`src/rtl/mul_operand_join_pkg.sv`:
```
// ---------------------------------------------------------------------------
// mul_operand_join_pkg
//
// Purpose : Shared constants for the multiplier operand path. Fixes the
//           layout of the packed request word so that the operand producer
//           and the multiplier agree on where each operand lives.
//
// Layout  : the request word is OPND_SLOTS operand slots of p_width bits.
//           Operand A occupies slot OPND_A_SLOT (least significant), and
//           operand B occupies slot OPND_B_SLOT (most significant), i.e.
//           req_msg = {B, A}.
// ---------------------------------------------------------------------------
package mul_operand_join_pkg;

    localparam int unsigned OPND_SLOTS  = 2;
    localparam int unsigned OPND_A_SLOT = 0;
    localparam int unsigned OPND_B_SLOT = 1;

endpackage

```
`src/rtl/mul_operand_queue.sv`:
```
// ---------------------------------------------------------------------------
// mul_operand_queue
//
// Purpose : Small circular FIFO holding one operand stream. The depth need
//           not be a power of two, so pointers wrap on an explicit compare.
//
// Ports   :
//   clk      in   clock, state updates on posedge
//   reset    in   asynchronous active-low reset (asserted when 0)
//   enq_val  in   enqueue valid
//   enq_rdy  out  enqueue ready (queue not full and not in reset)
//   enq_msg  in   enqueue data
//   deq_en   in   pop the head entry this cycle
//   deq_msg  out  head entry
//   count    out  current occupancy
// ---------------------------------------------------------------------------
module mul_operand_queue #(
    parameter  int p_width     = 4,
    parameter  int p_depth     = 2,
    localparam int p_cnt_width = $clog2(p_depth + 1),
    localparam int p_ptr_width = $clog2(p_depth)
) (
    input  logic                   clk,
    input  logic                   reset,
    input  logic                   enq_val,
    output logic                   enq_rdy,
    input  logic [p_width-1:0]     enq_msg,
    input  logic                   deq_en,
    output logic [p_width-1:0]     deq_msg,
    output logic [p_cnt_width-1:0] count
);

    localparam logic [p_cnt_width-1:0] FULL_COUNT = p_cnt_width'(p_depth);
    localparam logic [p_ptr_width-1:0] LAST_PTR   = p_ptr_width'(p_depth - 1);

    logic [p_width-1:0]     storage [p_depth];
    logic [p_ptr_width-1:0] wr_ptr;
    logic [p_ptr_width-1:0] rd_ptr;
    logic                   enq_go;
    logic                   deq_go;

    // Ready looks only at the stored count, so a full queue refuses a new
    // operand even in a cycle where it is also being popped.
    assign enq_rdy = (count != FULL_COUNT) & reset;
    assign enq_go  = enq_val & enq_rdy;
    // An empty queue never pops, even if the caller asks.
    assign deq_go  = deq_en & (count != '0);
    assign deq_msg = storage[rd_ptr];

    // Pointers, storage and occupancy. Simultaneous push and pop advance
    // both pointers and leave the count unchanged.
    always_ff @(posedge clk or negedge reset) begin
        if (!reset) begin
            wr_ptr <= '0;
            rd_ptr <= '0;
            count  <= '0;
            for (int i = 0; i < p_depth; i++) begin
                storage[i] <= '0;
            end
        end else begin
            if (enq_go) begin
                storage[wr_ptr] <= enq_msg;
                wr_ptr <= (wr_ptr == LAST_PTR) ? '0 : wr_ptr + p_ptr_width'(1);
            end
            if (deq_go) begin
                rd_ptr <= (rd_ptr == LAST_PTR) ? '0 : rd_ptr + p_ptr_width'(1);
            end
            unique case ({enq_go, deq_go})
                2'b10:   count <= count + p_cnt_width'(1);
                2'b01:   count <= count - p_cnt_width'(1);
                default: count <= count;
            endcase
        end
    end

endmodule

```
`src/rtl/mul_operand_join.sv`:
```
// ---------------------------------------------------------------------------
// mul_operand_join
//
// Purpose : Front end of the multiplier. Buffers operand A and operand B in
//           independent queues and offers a packed {B, A} request once both
//           queues hold an entry. Both queues pop together on acceptance.
//
// Ports   :
//   clk       in   clock, state updates on posedge
//   reset     in   asynchronous active-low reset (asserted when 0)
//   a_val     in   operand A valid
//   a_rdy     out  operand A ready
//   a_msg     in   operand A data
//   b_val     in   operand B valid
//   b_rdy     out  operand B ready
//   b_msg     in   operand B data
//   resp_val  out  packed pair valid (to multiplier req_val)
//   resp_rdy  in   downstream ready (from multiplier req_rdy)
//   resp_msg  out  packed pair {B, A} (to multiplier req_msg)
//   a_count   out  A queue occupancy
//   b_count   out  B queue occupancy
// ---------------------------------------------------------------------------
module mul_operand_join
    import mul_operand_join_pkg::*;
#(
    parameter  int p_width     = 4,
    parameter  int p_depth     = 2,
    localparam int p_cnt_width = $clog2(p_depth + 1)
) (
    input  logic                            clk,
    input  logic                            reset,
    input  logic                            a_val,
    output logic                            a_rdy,
    input  logic [p_width-1:0]              a_msg,
    input  logic                            b_val,
    output logic                            b_rdy,
    input  logic [p_width-1:0]              b_msg,
    output logic                            resp_val,
    input  logic                            resp_rdy,
    output logic [OPND_SLOTS*p_width-1:0]   resp_msg,
    output logic [p_cnt_width-1:0]          a_count,
    output logic [p_cnt_width-1:0]          b_count
);

    logic [p_width-1:0] a_head;
    logic [p_width-1:0] b_head;
    logic               resp_go;

    mul_operand_queue #(
        .p_width (p_width),
        .p_depth (p_depth)
    ) a_queue (
        .clk     (clk),
        .reset   (reset),
        .enq_val (a_val),
        .enq_rdy (a_rdy),
        .enq_msg (a_msg),
        .deq_en  (resp_go),
        .deq_msg (a_head),
        .count   (a_count)
    );

    mul_operand_queue #(
        .p_width (p_width),
        .p_depth (p_depth)
    ) b_queue (
        .clk     (clk),
        .reset   (reset),
        .enq_val (b_val),
        .enq_rdy (b_rdy),
        .enq_msg (b_msg),
        .deq_en  (resp_go),
        .deq_msg (b_head),
        .count   (b_count)
    );

    // Valid comes from stored occupancy only, which keeps a full register
    // stage between operand inputs and the multiplier request.
    assign resp_val = (a_count != '0) && (b_count != '0);
    assign resp_go  = resp_val & resp_rdy;

    // Heads are placed into their slots of the shared request layout.
    always_comb begin
        resp_msg = '0;
        resp_msg[OPND_A_SLOT*p_width +: p_width] = a_head;
        resp_msg[OPND_B_SLOT*p_width +: p_width] = b_head;
    end

endmodule

```
`config.mk`:
```
export PLATFORM = sky130hd
export DESIGN_NAME = mul_operand_join
export DESIGN_NICKNAME = d
export VERILOG_FILES = /design/src/rtl/mul_operand_join_pkg.sv /design/src/rtl/mul_operand_queue.sv /design/src/rtl/mul_operand_join.sv
export SDC_FILE = /design/constraint.sdc
export NUM_CORES = 1
export LEC_CHECK = 0
export CORE_MARGIN = 2
export CORE_UTILIZATION = 42
export CTS_BUF_LIST = sky130_fd_sc_hd__clkbuf_4
export DETAILED_ROUTE_END_ITERATION = 8
export HOLD_SLACK_MARGIN = 0.1
export PLACE_DENSITY_LB_ADDON = 0.05
export SYNTH_ARGS = -nofsm -noshare
export SYNTH_HDL_FRONTEND = slang
export SYNTH_HIERARCHICAL = 1
export SYNTH_SLANG_ARGS = --single-unit
```
`constraint.sdc`:
```
create_clock -name clk -period 1.8 [get_ports clk]
set_clock_uncertainty 0.05 [all_clocks]
set_input_delay 0.18 -clock clk [delete_from_list [all_inputs] [get_ports clk]]
set_output_delay 0.18 -clock clk [all_outputs]
set_load 0.05 [all_outputs]
```
==> flow_metrics.env, run 1 <==
export IMPL_multi_input_area_um2=562
export IMPL_grt_pass1_vias=767
export IMPL_io_buffers=27
export IMPL_cp_top_family="flip-flops"
export IMPL_clk_pin_slew_ps=130
export IMPL_status="finished clean"
export IMPL_ys_ff_latch=24
export IMPL_hold_class="input port to asynchronous set/reset pin"
export IMPL_timing_setup_tns_ps=0
export IMPL_slowest_delay_ps=490
export IMPL_start_util=0.433
export IMPL_fin_crit_sh=0.914
export IMPL_layout_common_cells="21 x dfrtp_1, 15 x buf_4, 12 x mux2_2, 12 x clkdlybuf4s50_1, 8 x mux2_4"
export IMPL_dp_hpwl_um=1540
export IMPL_slew_headroom=0.826
export IMPL_numCtsBuffers=3
export IMPL_die_h_um=56.6
export IMPL_drive_gt1_frac=0.491
export IMPL_num_rows=19
export IMPL_grt_max_degree=17
export IMPL_hold_viol_final=0
export IMPL_hold_ws_ps=124
export IMPL_setup_ws_ps=155
export IMPL_ctsLongestPathBuffers=2
export IMPL_synth_area_per_cell_um2=15.3
export IMPL_syn_area_mm2=0.00116
export IMPL_cts_sinks=24
export IMPL_hold_buffers=0
export IMPL_grt_overflow=0
export IMPL_syn2layout_area_growth_pct=31.4
export IMPL_worstMarginPinSlew_ps=260
export IMPL_fp_dieW_um=56.6
export IMPL_setup_viol=0
export IMPL_yosys_area_top_type="dfrtp_1"
export IMPL_n_fill_cell=226
export IMPL_netlist_instances=76
export IMPL_postRouteAntennaNets=0
export IMPL_dr_pass1_iters=3
export IMPL_synth_nets=91
export IMPL_cp_required_ps=1990
export IMPL_clock_root_buffer="clkbuf_4"
export IMPL_post_cts_buffers=0
export IMPL_tritoncts="yes"
export IMPL_grt_pass1_wl_um=3550
export IMPL_cpMaxStageDelayCell="dfrtp_1"
export IMPL_die_area_mm2=0.00320
export IMPL_core_area_mm2=0.00269
export IMPL_synth_cell_types=16
export IMPL_setup_worst_path_start_class="flip-flop"
export IMPL_antenna_found_initial=0
export IMPL_worstPathMaxFanout=7
export IMPL_synth_seq_area_share=0.517
export IMPL_ys_top_cells_by_area="dfrtp_1 52%, mux2_2 12%, mux2_4 10%, xnor2_1 4.5%, mux2_1 3.9%"
export IMPL_drcViolationCount=0
export IMPL_rsz0062_at_grt="no"
export IMPL_final_nets=126
export IMPL_wl_um=2040
export IMPL_post_place_ws_ps=76.1
export IMPL_clock_latency_ps=310
export IMPL_grt_use_total=0.145
export IMPL_num_antenna_cells=0
export IMPL_crit_buf_inv=0
export IMPL_drv_slew=0
export IMPL_cts_htree_levels=1
export IMPL_final_common_cell="dfrtp_1"
export IMPL_gp_congestion=0.742
export IMPL_maxCapViolCount=0
export IMPL_ys_warn_count=6
export IMPL_worstPathArrival_ps=1840
export IMPL_viasPerCell=5.09
export IMPL_path_class="flip-flop to flip-flop"
export IMPL_seqCellArea_um2=604
export IMPL_end_kind="flip-flop"
export IMPL_io_pins=28
export IMPL_finalCriticalPeriod_ps=1650
export IMPL_synth_top_area_share=0.517
export IMPL_fmax_mhz=608
export IMPL_wl_per_cell_um=14.5
export IMPL_drt_iter0_markers=11
export IMPL_post_cts_resized=0
export IMPL_dr_total_vias=718
export IMPL_crit_path_cell_trace="o221a_1, o21a_1, ha_1, nor2_1, xor2_1"
cells in the mapped netlist:
cell type and n:
nand3_1 2, nor2_1 2, xnor2_1 6, mux2_1 4, and2_2 2, xor2_1 4, o221a_1 1, and4b_4 2
dfrtp_1 24, mux2_2 12, o22a_2 1, o21a_1 2, nand2b_4 2, ha_1 2, mux2_4 8, nand4_2 2
metal layers:
layer  share of wire  track usage  wire length, um
met1            0.47        0.191              957
met2            0.48        0.231              987
met3           0.040       0.0253               82
met4          0.0078       0.0714               16
met5               0            0                0
cell type report:
type | count | share of cell area
Clock buffer | 4 | 0.0197
Timing Repair Buffer | 30 | 0.192
Tap cell | 31 | 0.0254
Sequential cell | 24 | 0.396
Multi-Input combinational cell | 52 | 0.368
final timing paths:
kind	slack, ps	to	cells past startpoint	start
max in group asynchronous	1180	a_queue/count[1]	3	reset
min in group clk	450	a_queue/storage[1]	2	a_msg[1]
min	120	b_queue/count[0]	2	reset
max	150	a_queue/count[1]	5	a_queue/count[0]
max reg2reg	150	a_queue/count[1]	5	a_queue/count[0]
min reg2reg	450	b_queue/storage[1]	1	b_queue/storage[1]
per-stage QoR:
stage / util / instance area [um2] / cells
floorplan: - / 1170 / 76
global placement: 0.558 / 1500 / 137
detailed placement: 0.558 / 1500 / 137
CTS: 0.569 / 1530 / 141
global route: 0.569 / 1530 / 141
finish: 0.569 / 1530 / 141
state kept, by name, summed over array words and instances (netlist names):
register,cells
a_queue/storage,8
b_queue/storage,8
a_queue/count,2
b_queue/count,2
a_queue/rd_ptr,1
a_queue/wr_ptr,1
b_queue/rd_ptr,1
b_queue/wr_ptr,1
cells by family (layout without fill, tap and decap cells):
kind of cell / after synthesis / after routing / synth area share
multiplexers: 24 / 24 / 0.258
flip-flops: 24 / 24 / 0.517
AO/OA/AOI/OAI: 4 / 4 / 0.0312
buffers and inverters: 0 / 34 / 0
adder cells (fa/ha/maj): 2 / 2 / 0.0215
AND/OR/NAND/NOR: 12 / 12 / 0.0969
XOR/XNOR: 10 / 10 / 0.0753
Power of run 1 is left out: the tool's default activity adds up to more than one toggle a clock period on the data nets, which glitch-free logic cannot reach.
==> inputs of run 2 (changes only) <==
CORE_MARGIN = 4   (was 2)
GPL_TIMING_DRIVEN = 0   (was default)
SKIP_LAST_GASP = 1   (was default)
==> flow_metrics.env, run 2 (synthesized netlist as in run 1, its figures left out) <==
export IMPL_r2r_slack_ps=160
export IMPL_worstMarginPinSlew_ps=1070
export IMPL_fin_crit_sh=0.952
export IMPL_core_area_mm2=0.00257
export IMPL_setup_worst_path_start_class="flip-flop"
export IMPL_layout_common_cells="19 x dfrtp_1, 12 x mux2_2, 11 x clkdlybuf4s50_1, 8 x mux2_4, 7 x clkbuf_2"
export IMPL_ctsLongestPathBuffers=2
export IMPL_final_util=0.574
export IMPL_gp_congestion=0.644
export IMPL_dr_pass1_iters=4
export IMPL_postRouteAntennaNets=0
export IMPL_grt_max_degree=25
export IMPL_cts_sinks=24
export IMPL_maxCapViolCount=0
export IMPL_fp_dieW_um=60.6
export IMPL_start_util=0.453
export IMPL_num_rows=18
export IMPL_wl_per_cell_um=15.9
export IMPL_drive_gt1_frac=0.454
export IMPL_clock_latency_ps=310
export IMPL_grt_overflow=0
export IMPL_finalCriticalPeriod_ps=1710
export IMPL_wl_um=2190
export IMPL_grt_use_total=0.143
export IMPL_grt_pass1_wl_um=3820
export IMPL_worstPathArrival_ps=1480
export IMPL_drv_slew=0
export IMPL_final_nets=124
export IMPL_drt_iter0_markers=14
export IMPL_dp_hpwl_um=1550
export IMPL_grt_pass1_vias=820
export IMPL_io_pins=28
export IMPL_path_class="flip-flop to output port"
export IMPL_end_kind="output port"
export IMPL_drcViolationCount=0
export IMPL_antenna_found_initial=0
export IMPL_numCtsBuffers=3
export IMPL_hold_class="input port to flip-flop"
export IMPL_dr_total_vias=713
export IMPL_syn2layout_area_growth_pct=26.7
export IMPL_die_h_um=60.6
export IMPL_rsz0062_at_grt="no"
export IMPL_reg_top3="a_queue/storage (8), b_queue/storage (8)"
export IMPL_worstPathMaxFanout=7
export IMPL_final_common_cell="dfrtp_1"
export IMPL_fmax_mhz=584
export IMPL_num_antenna_cells=0
export IMPL_viasPerCell=5.17
export IMPL_cp_required_ps=1570
export IMPL_slew_headroom=0.287
export IMPL_clk_pin_slew_ps=130
export IMPL_io_buffers=27
export IMPL_hold_viol_final=0
export IMPL_setup_viol=0
export IMPL_status="finished clean"
export IMPL_die_area_mm2=0.00367
export IMPL_cts_htree_levels=1
export IMPL_tritoncts="yes"
export IMPL_clock_root_buffer="clkbuf_4"
-- run 2: critical path, cell delays in order (launching register included) --
cell             delay [ps]
dfrtp_2                 480
nand2b_4                170
and2_2                  190
clkdlybuf4s15_2         330
-- run 2: worst paths after layout --
path	from	to	depth (start not counted)
max in group asynchronous	reset	a_queue/count[1]	2
min reg2reg	b_queue/storage[0]	b_queue/storage[0]	1
max	b_queue/count[0]	b_rdy	3
max reg2reg	a_queue/count[1]	a_queue/count[1]	5
min in group asynchronous	reset	a_queue/storage[5]	2
min	reset	b_queue/wr_ptr	3
-- run 2: timing repair --
item,CTS,global route
hold buffers,1,0
setup buffers,0,0
endpoints found under the hold margin,24,0
setup endpoints to repair,37,7
resized for setup,30,14
-- run 2: area by class of cell --
type	instances	area [um2]
sequential	24	607
timing repair buffer	28	240
fill	239	1090
multi-input combinational	52	562
clock inverter	1	3.75
tap	30	37.5
clock buffer	3	22.5
-- run 2: through the flow --
stage	TNS, ps	cell area (um2)	instances	hold WS [ps]	setup WS (ps)
after CTS	-133	1500	138	211	-133
after global placement	-19420	1470	133	418	-1150
after global routing	0	1470	138	210	5.00
final	0	1470	138	217	86.9
after detailed placement	-19620	1470	133	429	-1170
after floorplan	0	1170	76	-166	8.76
-- run 2: per-layer routing --
metal	wire, um	up-vias	GRT usage	part of all wire
li1	-	342	-	-
met2	1020	16	0.218	0.47
met4	40	0	0.0743	0.018
met1	1050	351	0.194	0.48
met3	77	4	0.0277	0.035
met5	0	-	0	0
Power of run 2 is left out for the same reason.
